==> src/rtl/spi_byte_engine_if.sv <==
// Sequencer-side bundle for the SPI byte engine.
// Carries command strobes, data bytes and the physical SPI pins.
interface spi_byte_engine_if;
  logic       I_cmd_write;
  logic       I_cmd_read;
  logic [3:0] I_speed;
  logic [7:0] I_data_out;
  logic       I_miso;
  logic       O_sck;
  logic       O_mosi;
  logic [7:0] O_data_in;
  logic       O_busy_write;
  logic       O_data_ready;

  modport master (
    output I_cmd_write,
    output I_cmd_read,
    output I_speed,
    output I_data_out,
    output I_miso,
    input  O_sck,
    input  O_mosi,
    input  O_data_in,
    input  O_busy_write,
    input  O_data_ready
  );

  modport slave (
    input  I_cmd_write,
    input  I_cmd_read,
    input  I_speed,
    input  I_data_out,
    input  I_miso,
    output O_sck,
    output O_mosi,
    output O_data_in,
    output O_busy_write,
    output O_data_ready
  );
endinterface

==> src/rtl/spi_byte_engine.sv <==
// Mode-0 MSB-first SPI master moving one full-duplex byte per write strobe.
// SCK half-period is latched per transfer: slow init rate or 1..15 clocks.
module spi_byte_engine #(
  parameter int FREQ    = 48_000_000,
  parameter int SLOW_HZ = 400_000
) (
  input logic              I_clk,
  input logic              I_rst,
  spi_byte_engine_if.slave bus
);

  localparam int SLOW_RAW = FREQ / (2 * SLOW_HZ);
  localparam int SLOW_H   = (SLOW_RAW < 1) ? 1 : SLOW_RAW;
  localparam int DW       = (SLOW_H > 15) ? $clog2(SLOW_H + 1) : 4;

  typedef enum logic {
    S_IDLE,
    S_XFER
  } state_e;

  state_e          state_q, state_d;
  logic [DW-1:0]   hlat_q, hlat_d;
  logic [DW-1:0]   div_q, div_d;
  logic [3:0]      phase_q, phase_d;
  logic [7:0]      tx_q, tx_d;
  logic [7:0]      rx_q, rx_d;
  logic [7:0]      din_q, din_d;
  logic            sck_q, sck_d;
  logic            mosi_q, mosi_d;
  logic            busy_q, busy_d;
  logic            rdy_q, rdy_d;
  logic [DW-1:0]   h_sel;

  assign h_sel = (bus.I_speed == 4'd0) ? DW'(SLOW_H)
                                       : DW'(bus.I_speed);

  always_comb begin
    state_d = state_q;
    hlat_d  = hlat_q;
    div_d   = div_q;
    phase_d = phase_q;
    tx_d    = tx_q;
    rx_d    = rx_q;
    din_d   = din_q;
    sck_d   = sck_q;
    mosi_d  = mosi_q;
    busy_d  = busy_q;
    rdy_d   = rdy_q;

    // Completion below overrides this acknowledge on the same edge.
    if (bus.I_cmd_read && rdy_q) begin
      rdy_d = 1'b0;
    end

    unique case (state_q)
      S_IDLE: begin
        if (bus.I_cmd_write) begin
          state_d = S_XFER;
          hlat_d  = h_sel;
          div_d   = h_sel - DW'(1);
          phase_d = 4'd0;
          tx_d    = bus.I_data_out;
          rx_d    = 8'd0;
          mosi_d  = bus.I_data_out[7];
          sck_d   = 1'b0;
          busy_d  = 1'b1;
        end
      end
      S_XFER: begin
        if (div_q != '0) begin
          div_d = div_q - DW'(1);
        end else begin
          div_d = hlat_q - DW'(1);
          unique case (1'b1)
            !phase_q[0]: begin
              sck_d   = 1'b1;
              rx_d    = {rx_q[6:0], bus.I_miso};
              phase_d = phase_q + 4'd1;
            end
            phase_q == 4'd15: begin
              sck_d   = 1'b0;
              mosi_d  = 1'b1;
              din_d   = rx_q;
              rdy_d   = 1'b1;
              busy_d  = 1'b0;
              phase_d = 4'd0;
              state_d = S_IDLE;
            end
            default: begin
              sck_d   = 1'b0;
              tx_d    = {tx_q[6:0], 1'b0};
              mosi_d  = tx_q[6];
              phase_d = phase_q + 4'd1;
            end
          endcase
        end
      end
      default: state_d = S_IDLE;
    endcase
  end

  always_ff @(posedge I_clk) begin
    if (I_rst) begin
      state_q <= S_IDLE;
      hlat_q  <= '0;
      div_q   <= '0;
      phase_q <= 4'd0;
      tx_q    <= 8'd0;
      rx_q    <= 8'd0;
      din_q   <= 8'd0;
      sck_q   <= 1'b0;
      mosi_q  <= 1'b1;
      busy_q  <= 1'b0;
      rdy_q   <= 1'b0;
    end else begin
      state_q <= state_d;
      hlat_q  <= hlat_d;
      div_q   <= div_d;
      phase_q <= phase_d;
      tx_q    <= tx_d;
      rx_q    <= rx_d;
      din_q   <= din_d;
      sck_q   <= sck_d;
      mosi_q  <= mosi_d;
      busy_q  <= busy_d;
      rdy_q   <= rdy_d;
    end
  end

  assign bus.O_sck        = sck_q;
  assign bus.O_mosi       = mosi_q;
  assign bus.O_data_in    = din_q;
  assign bus.O_busy_write = busy_q;
  assign bus.O_data_ready = rdy_q;

endmodule
==> src/flat_wrapper.sv <==
// flat-port wrapper written by rule: the top's interface ports become plain ports
module spi_byte_engine_flat 
#(
  parameter int FREQ    = 48_000_000,
  parameter int SLOW_HZ = 400_000
)
  (I_clk, I_rst, bus_I_cmd_write, bus_I_cmd_read, bus_I_speed, bus_I_data_out, bus_I_miso, bus_O_sck, bus_O_mosi, bus_O_data_in, bus_O_busy_write, bus_O_data_ready);
  spi_byte_engine_if bus_i ();
  input logic I_clk;
  input logic I_rst;
  input wire logic [$bits(bus_i.I_cmd_write)-1:0] bus_I_cmd_write;
  input wire logic [$bits(bus_i.I_cmd_read)-1:0] bus_I_cmd_read;
  input wire logic [$bits(bus_i.I_speed)-1:0] bus_I_speed;
  input wire logic [$bits(bus_i.I_data_out)-1:0] bus_I_data_out;
  input wire logic [$bits(bus_i.I_miso)-1:0] bus_I_miso;
  output wire logic [$bits(bus_i.O_sck)-1:0] bus_O_sck;
  output wire logic [$bits(bus_i.O_mosi)-1:0] bus_O_mosi;
  output wire logic [$bits(bus_i.O_data_in)-1:0] bus_O_data_in;
  output wire logic [$bits(bus_i.O_busy_write)-1:0] bus_O_busy_write;
  output wire logic [$bits(bus_i.O_data_ready)-1:0] bus_O_data_ready;
  assign bus_i.I_cmd_write = bus_I_cmd_write;
  assign bus_i.I_cmd_read = bus_I_cmd_read;
  assign bus_i.I_speed = bus_I_speed;
  assign bus_i.I_data_out = bus_I_data_out;
  assign bus_i.I_miso = bus_I_miso;
  assign bus_O_sck = bus_i.O_sck;
  assign bus_O_mosi = bus_i.O_mosi;
  assign bus_O_data_in = bus_i.O_data_in;
  assign bus_O_busy_write = bus_i.O_busy_write;
  assign bus_O_data_ready = bus_i.O_data_ready;
  spi_byte_engine #(.FREQ(FREQ), .SLOW_HZ(SLOW_HZ)) u_core (.I_clk(I_clk), .I_rst(I_rst), .bus(bus_i));
endmodule
==> config.mk <==
export PLATFORM = sky130hd
export DESIGN_NAME = spi_byte_engine_flat
export DESIGN_NICKNAME = d
export VERILOG_FILES = /design/src/rtl/spi_byte_engine_if.sv /design/src/rtl/spi_byte_engine.sv /design/src/flat_wrapper.sv
export SDC_FILE = /design/constraint.sdc
export NUM_CORES = 1
export LEC_CHECK = 0
export CORE_MARGIN = 2
export CORE_UTILIZATION = 40
export CTS_CLUSTER_DIAMETER = 150
export CTS_CLUSTER_SIZE = 12
export DETAILED_ROUTE_END_ITERATION = 8
export DONT_BUFFER_PORTS = 1
export PLACE_DENSITY = 0.61
export SLEW_MARGIN = 10
export SYNTH_ARGS = -nofsm -noshare
export SYNTH_HDL_FRONTEND = slang
export SYNTH_SLANG_ARGS = --single-unit
==> constraint.sdc <==
create_clock -name I_clk -period 6.9 [get_ports I_clk]
set_clock_uncertainty 0.1 [all_clocks]
set_input_delay 1.725 -clock I_clk [delete_from_list [all_inputs] [get_ports I_clk]]
set_output_delay 1.725 -clock I_clk [all_outputs]
set_load 0.05 [all_outputs]
==> results by group, run 1 <==
STA
  – Min Tclk post-route: 3.19 ns
  – RSZ-0062 raised after global routing: false
  – Final setup vio count: 0
  – Worst slew margin: 0.333
  – Final hold violations: 0
  – Final hold slack: 0.359 ns
  – Fmax: 313 MHz
  – TNS Setup: 0 ns
  – Post-route clock period utilization: 0.462
  – Worst Max-Slew Pin Slew: 1.00 ns
  – Max-slew violation count: 0

Floorplanning
  – Initial Util: 0.410
  – Core area: 4660 µm²
  – Die span in x: 73.1 µm
  – Io pins: 29
  – Num rows: 25
  – DIE AREA: 5340 µm²
  – Die height: 73.1 µm

Final layout
  – Nets: 244
  – Ratio of cells with drive above 1 in the final layout: 0.0973
  – Ant. Diodes: 0
  – Layout area overhead: 6.95%
  – Fill cells: 469

Synth
  – Yosys Warn Count: 0
  – Syn Nets: 250
  – Mux cell area share after synthesis: 0.0315
  – Synth Area in Simple Gates: 0.247
  – Compound-Gate Fraction of Synth Area: 0.210
  – Ys async rst share: 0
  – Synth Area in XOR/XNOR: 0.00459
  – Adder-Cell Fraction of Synth Area: 0.0131
  – Post-synth EDFFs: 0
  – Syn avg cell area: 8.27 µm²
  – Mapped Cells: 231
  – Register area share after synthesis: 0.451
  – Synth Register Bits: 43
  – Synth cell types: 37
  – Mapped cell area: 1910 µm²
  – Top_reg_cell synth: dfxtp_1
  – Main combinational cell family by area after synthesis: simple AND/OR/NAND/NOR gates

Power and ir drop
  – Clk pwr share: 0.383
  – Sw Ratio: 0.263
  – Seq pwr share: 0.511
  – Leak pwr: 0.687 nW
  – Internal: 0.403 mW
  – VDD IR max: 0.137 mV
  – P_sw: 0.144 mW
  – Pwr/cell area: 268 nW/µm²
  – Combinational share of power: 0.106

Clock tree
  – CTS tree: done
  – Postcts setup bufs: 0
  – Clk buf depth: 2
  – Reg clk slew, reported paths: 0.08 ns
  – Cts repair resizes: 0
  – Root buffer cell: clkbuf_8
  – CTS sink cnt: 43
  – Post-CTS Hold Buffers: 0
  – CTS buffer count: 5
  – Worst-Skew Late Latency: 0.30 ns
  – H-tree depth: 2

Drt
  – Antenna-violating nets left: 0
  – Final wirelength: 3970 µm
  – Vias/cell: 5.53
  – DR iter-0 viols: 127
  – Vias after detailed routing: 1548
  – Residual DRC count: 0
  – First drt pass iteration count: 4
  – Wire per inst: 14.2 µm

Setup path
  – Crit path capture: u_core.tx_q[1]
  – Required @ worst endpoint: 7.02 ns
  – R2r setup slk: 4.18 ns
  – Max incr delay on CP: 0.65 ns
  – CP max stage cell: nor2_1
  – Crit path kind: primary input to flop
  – Crit end category: flop
  – Crit path buffers/inverters: 0
  – WP data arrival: 3.31 ns
  – CP Launch Type: primary input
  – CP max FO: 12
  – Worst path depth: 5
  – FF-to-FF End: u_core.div_q[5]
  – Worst R2R Start: u_core.state_q
  – Most frequent CP cell: nor2_1
  – CP cell instances: nor2b_1 > a31oi_2 > nor2_1 > nor2_1 > a211oi_1
  – Crit path from: bus_I_cmd_write
  – R2R depth: 5
  – Crit path max-delay family: simple AND/OR/NAND/NOR gates

Placed design
  – Placed wire-length estimate: 2690 µm
  – Placer Congestion: 0.801
  – # port buffers: 0

Global routing
  – Initial antenna violation count: 0
  – Largest net degree at the start of global routing: 44
  – GRT overflow: 0
  – Vias in the first global route: 1427
  – Total track usage: 0.163
  – First-pass GRT wire length: 6770 µm

Worst hold path
  – Hold Path Class: flop to flop

Run status
  – Outcome: completed

Run
  – Count of maximum capacitance violations: 0
## power groups by stage
stage          registers [mW]  clock network (mW)  logic, mW
2_1_floorplan           0.279                   0     0.0570
3_5_place_dp            0.285                   0     0.0586
3_3_place_gp            0.285                   0     0.0578
4_1_cts                 0.280               0.214     0.0588
6_report                0.280               0.209     0.0582
5_1_grt                 0.282               0.224     0.0669
## per-stage QoR
step	util	setup slack, ns	area, µm²	power [mW]	cells
6_report	0.438	3.71	2040	0.547	280
4_1_cts	0.438	3.68	2040	0.552	280
3_5_place_dp	0.412	3.37	1920	0.344	272
5_1_grt	0.438	3.45	2040	0.573	280
3_3_place_gp	0.412	3.46	1920	0.343	272
2_1_floorplan	-	3.82	1910	0.336	231
## per-layer routing
layer,share of wire,vias up,global-route usage
li1,-,808,-
met5,0,-,0
met4,0.014,0,0.0556
met3,0.057,7,0.0497
met2,0.44,33,0.240
met1,0.49,700,0.226
## logic make-up after synthesis
group	count (synthesis)
buf+inv	20
compound gates	59
flops	43
mux	6
fa+ha+maj	2
simple gates	100
xor+xnor	1
## state kept, by name (all words and copies together), names as in the netlist
name,cells
u_core.bus.O_busy_write,1
u_core.bus.O_data_in,8
u_core.bus.O_data_ready,1
u_core.bus.O_mosi,1
u_core.bus.O_sck,1
u_core.div_q,6
u_core.hlat_q,5
u_core.phase_q,4
u_core.rx_q,8
u_core.state_q,1
u_core.tx_q,7
## cell usage after synthesis (4+ instances only)
library cell / number / area (µm²)
a211oi_1: 10 / 75.1
a21oi_1: 28 / 140
a311oi_1: 5 / 43.8
clkbuf_1: 8 / 30.0
dfxtp_1: 43 / 861
inv_1: 6 / 22.5
mux2i_1: 6 / 60.1
nand2_1: 37 / 139
nand3_1: 14 / 70.1
nor2_1: 24 / 90.1
nor3_1: 8 / 40.0
o21ai_0: 4 / 20.0
## cell usage in the layout (no fill, tap or decap), types with 2 or more instances in the layout
master / synthesis / layout
dfxtp_1: 43 / 43
nand2_1: 37 / 37
a21oi_1: 28 / 28
nor2_1: 24 / 24
nand3_1: 14 / 14
a211oi_1: 10 / 10
nor3_1: 8 / 8
inv_1: 6 / 6
mux2i_1: 6 / 6
clkbuf_8: 0 / 6
a311oi_1: 5 / 5
o21ai_0: 4 / 4
a311oi_2: 3 / 3
or2_2: 3 / 3
or3_1: 3 / 3
a31oi_1: 2 / 2
nor2_2: 2 / 2
o221ai_1: 2 / 2
or4_1: 2 / 2
ha_1: 2 / 2
## worst min path at each step
stage                     depth (start not counted)             start                 endpoint  slack (ns)
after floorplan                                   2    u_core.rx_q[7]  u_core.bus.O_data_in[7]        0.33
after global placement                            2    u_core.rx_q[7]  u_core.bus.O_data_in[7]        0.34
after detailed placement                          2  u_core.hlat_q[0]         u_core.hlat_q[0]        0.35
after CTS                                         2  u_core.hlat_q[0]         u_core.hlat_q[0]        0.36
after global routing                              2    u_core.rx_q[5]  u_core.bus.O_data_in[5]        0.39
final                                             2  u_core.hlat_q[0]         u_core.hlat_q[0]        0.36
## worst min-delay path: stages, from the launching register on
cell and delay (ns):
dfxtp_1 0.32, nand2_1 0.05, a21oi_1 0.05
## cell type report
| cell class | count | area, µm² | area share |
|---|---|---|---|
| multi-input combinational | 168 | 966 | 0.473 |
| clock buffer | 6 | 82.6 | 0.0404 |
| sequential | 43 | 861 | 0.422 |
| tap | 54 | 67.6 | 0.0331 |
| inverter | 7 | 26.3 | 0.0129 |
| clock inverter | 2 | 38.8 | 0.0190 |
Power figures use the tool's default switching activity.
==> run 2: changes to the inputs <==
--- a/config.mk
+++ b/config.mk
@@ -11,7 +11,7 @@
 export CTS_CLUSTER_SIZE = 12
 export DETAILED_ROUTE_END_ITERATION = 8
 export DONT_BUFFER_PORTS = 1
-export PLACE_DENSITY = 0.61
+export PLACE_DENSITY = 0.63
 export SLEW_MARGIN = 10
 export SYNTH_ARGS = -nofsm -noshare
 export SYNTH_HDL_FRONTEND = slang
==> constraint.sdc (replaced) <==
create_clock -name I_clk -period 2.7 [get_ports I_clk]
set_clock_uncertainty 0.1 [all_clocks]
set_input_delay 0.675 -clock I_clk [delete_from_list [all_inputs] [get_ports I_clk]]
set_output_delay 0.675 -clock I_clk [all_outputs]
set_load 0.05 [all_outputs]
==> run 2 against run 1 <==
Effect of this change:
- worst setup slack got worse by 3.3 ns
- cell count rose by 1.4%
- flip-flop and latch count did not move
- non-clock buffer count rose by 4
- final area barely moved
- first-iteration DRC count fell by 2.4%
- sequential power rose to 2.5 times the previous value
- critical path depth rose by 2
- power rose by 140%
- sequential share of layout area barely moved
- largest power group unchanged
- global-route usage fell by 0.26 points
- clock power rose by 100%
==> results by group, run 2 (synthesis results as in run 1) <==
Run status
  – Outcome: completed

STA
  – Post-route clock period utilization: 0.846
  – Fmax: 438 MHz
  – Worst slew margin: 0.647 (+0.314)
  – Min Tclk post-route: 2.28 ns
  – Final hold violations: 0 (unchanged)
  – Worst Max-Slew Pin Slew: 0.529 ns (-0.470 ns)
  – TNS Setup: 0 ns (unchanged)
  – RSZ-0062 raised after global routing: false
  – Max-slew violation count: 0 (unchanged)
  – Setup WS post-layout: 0.415 ns (-3.29 ns)
  – Final setup vio count: 0 (unchanged)

Clock tree
  – H-tree depth: 2 (unchanged)
  – Cts repair resizes: 0 (unchanged)
  – Root buffer cell: clkbuf_8
  – Post-CTS Hold Buffers: 0 (unchanged)
  – CTS buffer count: 5 (unchanged)
  – Worst-Skew Late Latency: 0.30 ns (about the same)
  – CTS sink cnt: 43 (unchanged)
  – Postcts setup bufs: 0 (unchanged)
  – Reg clk slew, reported paths: 0.09 ns (about the same)
  – CTS tree: done
  – Clk buf depth: 2 (unchanged)

Floorplanning
  – Core area: 4660 µm² (unchanged)
  – Io pins: 29 (unchanged)
  – Initial Util: 0.410 (unchanged)
  – Die span in x: 73.1 µm (unchanged)
  – Num rows: 25 (unchanged)
  – Die height: 73.1 µm (unchanged)
  – DIE AREA: 5340 µm² (unchanged)

Final layout
  – Commonest non-fill, non-tap cells in the layout: 43 x dfxtp_1, 37 x nand2_1, 28 x a21oi_1
  – Layout area overhead: 7.01% (about the same)
  – Area taken by multi-input logic gates: 966 µm² (unchanged)
  – Ant. Diodes: 0 (unchanged)
  – Nets: 248 (+1.6%)
  – Most common cell after layout, fill and taps aside: dfxtp_1
  – Fill cells: 467 (-0.43%)
  – Ratio of cells with drive above 1 in the final layout: 0.113 (+0.0157)
  – Sequential cell area: 861 µm² (unchanged)

Global routing
  – GR Util met2: 0.260 (+0.0200)
  – Total track usage: 0.161 (-0.00263)
  – Largest net degree at the start of global routing: 44 (unchanged)
  – Initial antenna violation count: 0 (unchanged)
  – Gr busiest metal: met2
  – First-pass GRT wire length: 6730 µm (-0.50%)
  – GRT met3 Usage: 0.0511 (+0.00138)
  – Met1 usage: 0.204 (-0.0224)
  – Vias in the first global route: 1452 (+1.8%)
  – GRT overflow: 0 (unchanged)

Power and ir drop
  – VDD IR max: 0.238 mV (+73%)
  – Leak pwr: 0.686 nW (-0.13%)
  – Power, Total: 1.30 mW (+140%)
  – Pwr/cell area: 637 nW/µm² (+140%)

Setup path
  – CP cell instances: nor4_4 > a31oi_1 > a21oi_1 > inv_1 > ha_1 > or3_1 > a311oi_1
  – CP Launch Type: flop
  – Max incr delay on CP: 0.37 ns (-0.28 ns)
  – Crit path max-delay family: compound AO/OA/AOI/OAI gates
  – Crit end category: flop
  – Required @ worst endpoint: 2.82 ns (-4.20 ns)
  – Crit path buffers/inverters: 1 (+1)
  – Crit path kind: flop to flop
  – WP data arrival: 2.40 ns (-0.91 ns)
  – CP max FO: 6 (-6)
  – CP max stage cell: or3_1

Drt
  – First drt pass iteration count: 4 (unchanged)
  – Vias/cell: 5.63 (+1.8%)
  – Antenna-violating nets left: 0 (unchanged)
  – DR iter-0 viols: 124 (-2.4%)
  – Vias after detailed routing: 1599 (+3.3%)
  – Wire per inst: 13.9 µm (-1.9%)
  – Final wirelength: 3950 µm (-0.48%)
  – Residual DRC count: 0 (unchanged)

Placed design
  – Setup WS pre-CTS: 0.453 ns (-2.92 ns)
  – Placed wire-length estimate: 2720 µm (+1.0%)
  – # port buffers: 0 (unchanged)
  – Placer Congestion: 0.911 (+14%)

Worst hold path
  – Hold Path Class: primary input to flop

Run
  – Count of maximum capacitance violations: 0 (unchanged)
[run 2: changes by cell type in the layout (fill, tap and decap cells not counted), sizes merged]
cell / previous run / this run
bufinv: 1 / 0
clkbuf: 6 / 5
buf: 0 / 4
clkinvlp: 0 / 2
[run 2: power by group]
part           switching [mW]  internal, mW  leakage, nW  total (mW)
registers              0.0427         0.665        0.351       0.708
clock network           0.240         0.185       0.0408       0.425
logic                  0.0995        0.0687        0.294       0.168
total                   0.382         0.919        0.686        1.30
[run 2: final timing paths]
check,end,slack [ns],from,cells after the start
max,u_core.div_q[2],0.42,u_core.div_q[3],7
min,u_core.bus.O_data_in[5],0.33,I_rst,1
max reg2reg,u_core.div_q[2],0.42,u_core.div_q[3],7
min reg2reg,u_core.bus.O_data_in[7],0.36,u_core.rx_q[7],2
[run 2: metal layers]
layer	vias to the layer above	wire length [µm]
met4	0	50
met2	42	1820
met1	726	1850
met3	9	230
li1	822	-
met5	-	0
[run 2: final cells by class]
cell class	instances	area share
sequential	43	0.421
clock buffer	5	0.0337
clock inverter	3	0.0116
tap	54	0.0331
timing repair buffer	4	0.0147
multi-input combinational	168	0.473
inverter	7	0.0129
[run 2: through the flow]
stage	hold WS (ns)	area, µm²	utilization	cells
after detailed placement	0.345	1950	0.419	276
after global placement	0.335	1950	0.419	276
final	0.333	2040	0.438	284
after floorplan	0.332	1910	-	231
after global routing	0.312	2040	0.438	284
after CTS	0.323	2040	0.438	284
